<file path="src/rtl/mem_arbiter_pkg.sv">
// Shared definitions for the two-port memory arbiter: state encoding and default widths.
package mem_arbiter_pkg;

    localparam int ADDR_W_DEF = 12;
    localparam int DATA_W_DEF = 16;

    typedef enum logic [1:0] {
        IDLE   = 2'd0,
        ACCESS = 2'd1,
        DONE   = 2'd2
    } arbState_t;

endpackage

</file>
<file path="src/rtl/rr_arbiter2.sv">
// Two-way round-robin grant. The pointer names the port that wins the next tie
// and only moves when the caller commits a grant.
module rr_arbiter2 (
    input  logic       clk,
    input  logic       rst,
    input  logic [1:0] req,
    input  logic       update,
    output logic       anyReq,
    output logic       winner
);

    logic favour;

    always_comb begin
        anyReq = |req;
        winner = 1'b0;
        if (req == 2'b11) begin
            winner = favour;
        end else begin
            winner = req[1];
        end
    end

    always_ff @(posedge clk or negedge rst) begin
        if (!rst) begin
            favour <= 1'b0;
        end else if (update && anyReq) begin
            favour <= ~winner;
        end
    end

endmodule

</file>
<file path="src/rtl/mem_arbiter.sv">
// Two-requester single-port memory arbiter: IDLE -> ACCESS -> DONE, one access per three cycles.
//   state  | meaning
//   IDLE   | waiting for a request; latch winner and its command
//   ACCESS | drive memory strobes from latched command
//   DONE   | pulse ack to the granted port, return to IDLE
module mem_arbiter
    import mem_arbiter_pkg::*;
#(
    parameter int ADDR_W = ADDR_W_DEF,
    parameter int DATA_W = DATA_W_DEF
) (
    input  logic              clk,
    input  logic              rst,
    input  logic              req0,
    input  logic              we0,
    input  logic [ADDR_W-1:0] addr0,
    input  logic [DATA_W-1:0] wdata0,
    input  logic              req1,
    input  logic              we1,
    input  logic [ADDR_W-1:0] addr1,
    input  logic [DATA_W-1:0] wdata1,
    output logic              ack0,
    output logic              ack1,
    output logic [DATA_W-1:0] rdata,
    output logic              busy,
    output logic [ADDR_W-1:0] memAdr,
    output logic [DATA_W-1:0] writeData,
    output logic              memRead,
    output logic              memWrite,
    input  logic [DATA_W-1:0] readData
);

    arbState_t         state;
    arbState_t         nextState;
    logic              anyReq;
    logic              winner;
    logic              grantUpdate;
    logic              idxLat;
    logic              weLat;
    logic [ADDR_W-1:0] addrLat;
    logic [DATA_W-1:0] wdataLat;

    rr_arbiter2 uRr (
        .clk    (clk),
        .rst    (rst),
        .req    ({req1, req0}),
        .update (grantUpdate),
        .anyReq (anyReq),
        .winner (winner)
    );

    always_ff @(posedge clk or negedge rst) begin
        if (!rst) begin
            state <= IDLE;
        end else begin
            state <= nextState;
        end
    end

    // Strobes decode straight from state, so an async reset kills a pending write at once.
    always_comb begin
        nextState   = state;
        grantUpdate = 1'b0;
        memAdr      = '0;
        writeData   = '0;
        memRead     = 1'b0;
        memWrite    = 1'b0;
        ack0        = 1'b0;
        ack1        = 1'b0;
        case (state)
            IDLE: begin
                if (anyReq) begin
                    nextState   = ACCESS;
                    grantUpdate = 1'b1;
                end
            end
            ACCESS: begin
                memAdr    = addrLat;
                writeData = wdataLat;
                memWrite  = weLat;
                memRead   = ~weLat;
                nextState = DONE;
            end
            DONE: begin
                ack0      = ~idxLat;
                ack1      = idxLat;
                nextState = IDLE;
            end
            default: nextState = IDLE;
        endcase
    end

    assign busy = (state != IDLE);

    always_ff @(posedge clk or negedge rst) begin
        if (!rst) begin
            idxLat   <= 1'b0;
            weLat    <= 1'b0;
            addrLat  <= '0;
            wdataLat <= '0;
            rdata    <= '0;
        end else begin
            if (state == IDLE && anyReq) begin
                idxLat   <= winner;
                weLat    <= winner ? we1 : we0;
                addrLat  <= winner ? addr1 : addr0;
                wdataLat <= winner ? wdata1 : wdata0;
            end
            if (state == ACCESS && !weLat) begin
                rdata <= readData;
            end
        end
    end

endmodule

</file>
<file path="config.mk">
export PLATFORM = sky130hd
export DESIGN_NAME = mem_arbiter
export DESIGN_NICKNAME = d
export VERILOG_FILES = /design/src/rtl/mem_arbiter_pkg.sv /design/src/rtl/rr_arbiter2.sv /design/src/rtl/mem_arbiter.sv
export SDC_FILE = /design/constraint.sdc
export NUM_CORES = 1
export LEC_CHECK = 0
export CELL_PAD_IN_SITES_DETAIL_PLACEMENT = 1
export CELL_PAD_IN_SITES_GLOBAL_PLACEMENT = 2
export CORE_MARGIN = 4
export CORE_UTILIZATION = 23
export CTS_BUF_LIST = sky130_fd_sc_hd__clkbuf_8
export CTS_CLUSTER_DIAMETER = 80
export CTS_CLUSTER_SIZE = 40
export DETAILED_ROUTE_END_ITERATION = 12
export PLACE_DENSITY_LB_ADDON = 0.1
export SYNTH_ARGS = -nofsm -noshare
export SYNTH_HDL_FRONTEND = slang
export SYNTH_SLANG_ARGS = --single-unit
</file>
<file path="constraint.sdc">
create_clock -name clk -period 1.69 [get_ports clk]
set_input_delay 0.2535 -clock clk [delete_from_list [all_inputs] [get_ports clk]]
set_output_delay 0.2535 -clock clk [all_outputs]
set_load 0.02 [all_outputs]
</file>
==> flow_summary.ini <==
[grt]
grt_pass1_vias = 2749
grt_first_pass_wirelength_um = 14800
grt_overflow_total = 0
grt_max_degree = 50
grt_usage_pct = 14.6
grt_antenna_before_repair = 0

[pwr]
power.switching_w = 0.00287
power.internal_w = 0.00402
netSwitchingFraction_pct = 41.6
ir_drop_v = 0.000630
power_density_mw_per_mm2 = 1720
comb_power_share_pct = 59.3
p_leak_nw = 1.66
sequentialPowerShare_pct = 30.2
clkPwrFrac_pct = 10.5

[logic_synthesis]
synth_top_area_share_pct = 49.5
async_flop_share_pct = 100
synth-seq-cells = 49
synth_cells = 252
synth_most_common_cell = dfrtp_1
synth_cell_types = 21
yosysTopAreaCell = dfrtp_1
synth_edf_count = 0
synth_fp_nets = 330
synthTopCellsByCount = dfrtp_1 (49), a21oi_1 (30), a31oi_1 (30), and2_1 (30)
ys_seq_area_share_pct = 49.5
yosysWarnings = 0
synthTopCellsByArea = dfrtp_1 (49%), a31oi_1 (7.6%), and2_1 (7.6%)
syn_area_per_cell_um2 = 9.84
synth_area_mm2 = 0.00248
synth-main-ff-cell = dfrtp_1

[clocking]
clock_tree.buffer_depth = 2
clock_sinks = 49
cts_made_buffers = 5
htreeDepth = 2
worstSkewPairLatency_ns = 0.30
cts_root_buffer = clkbuf_8
clkSlewWorstSetupHoldPaths_ns = 0.10
cts_tree = yes

[placed_design]
globalplace.congestion = 0.706
io_buffers = 126
dpl.cell_count = 510
dp_hpwl_um = 6470
pre_cts_ws_ns = -0.0764

[timing]
fmax_mhz = 617
final.setup.tns_ns = 0
worst_pin_slew_ns = 0.278
finalCritPeriodShare_pct = 96.0
hold_violations = 0
setup_slack_ns = 0.0681
setup_viol = 0
slew_violations = 0
min_period_ns = 1.62
relSlewSlack_pct = 81.4
finClkSkew_ns = 0.00441
grt_setup_unrepaired = yes

[layout]
fill_cells = 1189
fin_cells = 519
nNetsFinal = 460
fin_util_pct = 38.4
drive_above_1_share_pct = 22.2
synthToLayoutAreaGrowth_pct = 61.2
antenna_cells = 0

[critical_path]
critPathMaxStageDelay_ns = 0.42
path_buf_inv = 2
cp.arrival_ns = 1.37
path_class = reg -> out
cp_cell_sequence = nor2b_4, buf_12, nor2b_4, buf_4
required_ns = 1.44
timing.critical_path.mode_cell = nor2b_4
crit_path_max_fanout = 17
slowest_stage = dfrtp_1
cp-end-kind = output port
cp_top_family = flip-flops
cp-start-kind = flop

[routing]
wire_per_inst_um = 17.1
drtAntennaViolNets = 0
drt_iter0_drc = 120
drc_errors = 0
firstDrtPassIters = 4
via_per_inst = 4.65
finalWirelength_um = 8880
dr_total_vias = 2413

[die]
rows = 37
die_y_um = 112
initial_utilization_pct = 23.8
ios = 127
design.die.area_mm2 = 0.0125
core_mm2 = 0.0104
die_w_um = 112

[run]
drv_cap = 0

[hold_path]
hp-class = in -> async

[status]
status = completed
cells in the final DEF (no fill, tap or decap), drive strengths merged, types with 2 or more instances in the layout:
cell and instances:
a21oi 30, dfrtp 49, a31oi 30, clkbuf 7
mux2 16, o21ai 29, nor3b 2, nor2b 3
and2 30, clkdlybuf4s50 92, buf 54, nand3 29
inv 4
cell type report:
class / count / area (µm²) / share of cell area, %
tap: 136 / 170 / 4.26
timing repair buffer: 150 / 1380 / 34.6
multi-input combinational: 173 / 1120 / 27.9
inverter: 3 / 11.3 / 0.282
sequential: 49 / 1230 / 30.7
clock buffer: 5 / 68.8 / 1.72
clock inverter: 3 / 21.3 / 0.532
flip-flops by register name, summed over array words and instances (netlist names):
signal      count
rdata          16
weLat           1
addrLat        12
wdataLat       16
state           2
idxLat          1
uRr.favour      1
per-stage QoR:
stage	power (W)	hold slack (ns)	instance area [µm²]
3_3_place_gp	0.00641	0.272	4000
4_1_cts	0.00691	0.481	3970
6_report	0.00689	0.468	4000
3_5_place_dp	0.00646	0.270	4000
5_1_grt	0.00742	0.495	4000
2_1_floorplan	0.00441	-0.0421	2480
repair_timing:
| action | 4_1_cts | 5_1_grt |
|---|---|---|
| endpoints found under the hold margin | 49 | 0 |
| buffers inserted | 1 | 0 |
| pin swaps | 0 | 0 |
| hold buffers | 1 | 0 |
| resized for setup | 125 | 27 |
| cloned | 0 | 0 |
| endpoints found under the setup margin | 33 | 30 |
tightest hold or removal path, cell delays in order:
cell,delay (ns)
dlygate4sd3_1,0.53
buf_2,0.12
buf_12,0.25
power groups by stage:
stage / combinational (W) / clock (W) / sequential (W)
CTS: 0.00406 / 0.000755 / 0.00209
finish: 0.00409 / 0.000724 / 0.00208
global placement: 0.00432 / 0 / 0.00208
global route: 0.00446 / 0.000803 / 0.00217
floorplan: 0.00212 / 0 / 0.00229
detailed placement: 0.00435 / 0 / 0.00211
kinds of logic after synthesis:
kind of cell           Yosys count  share of synthesized area [%]
and+or+nand+nor                 67                           16.1
AOI/OAI and AO/OA               90                           19.8
muxes                           16                           8.63
DFF                             49                           49.5
buffers and inverters           30                           6.01
path summary, 6_finish.rpt:
kind | from | slack (ns) | depth (start not counted) | to
max | state[1] | 0.07 | 4 | memRead
min | rst | 0.47 | 3 | rdata[13]
max reg2reg | state[1] | 0.10 | 5 | rdata[5]
min reg2reg | rdata[3] | 0.51 | 1 | rdata[3]
max in group asynchronous | rst | 0.98 | 3 | addrLat[6]
min in group clk | rdata[3] | 0.51 | 1 | rdata[3]
metal layers:
metal	GRT usage, %	vias to the layer above	part of all wire (%)
met3	3.86	4	6.6
li1	-	1161	-
met2	24.5	83	47
met5	0	-	0
met4	2.92	0	0.64
met1	19.0	1165	46
No activity file was read; power rests on OpenSTA's default activity.
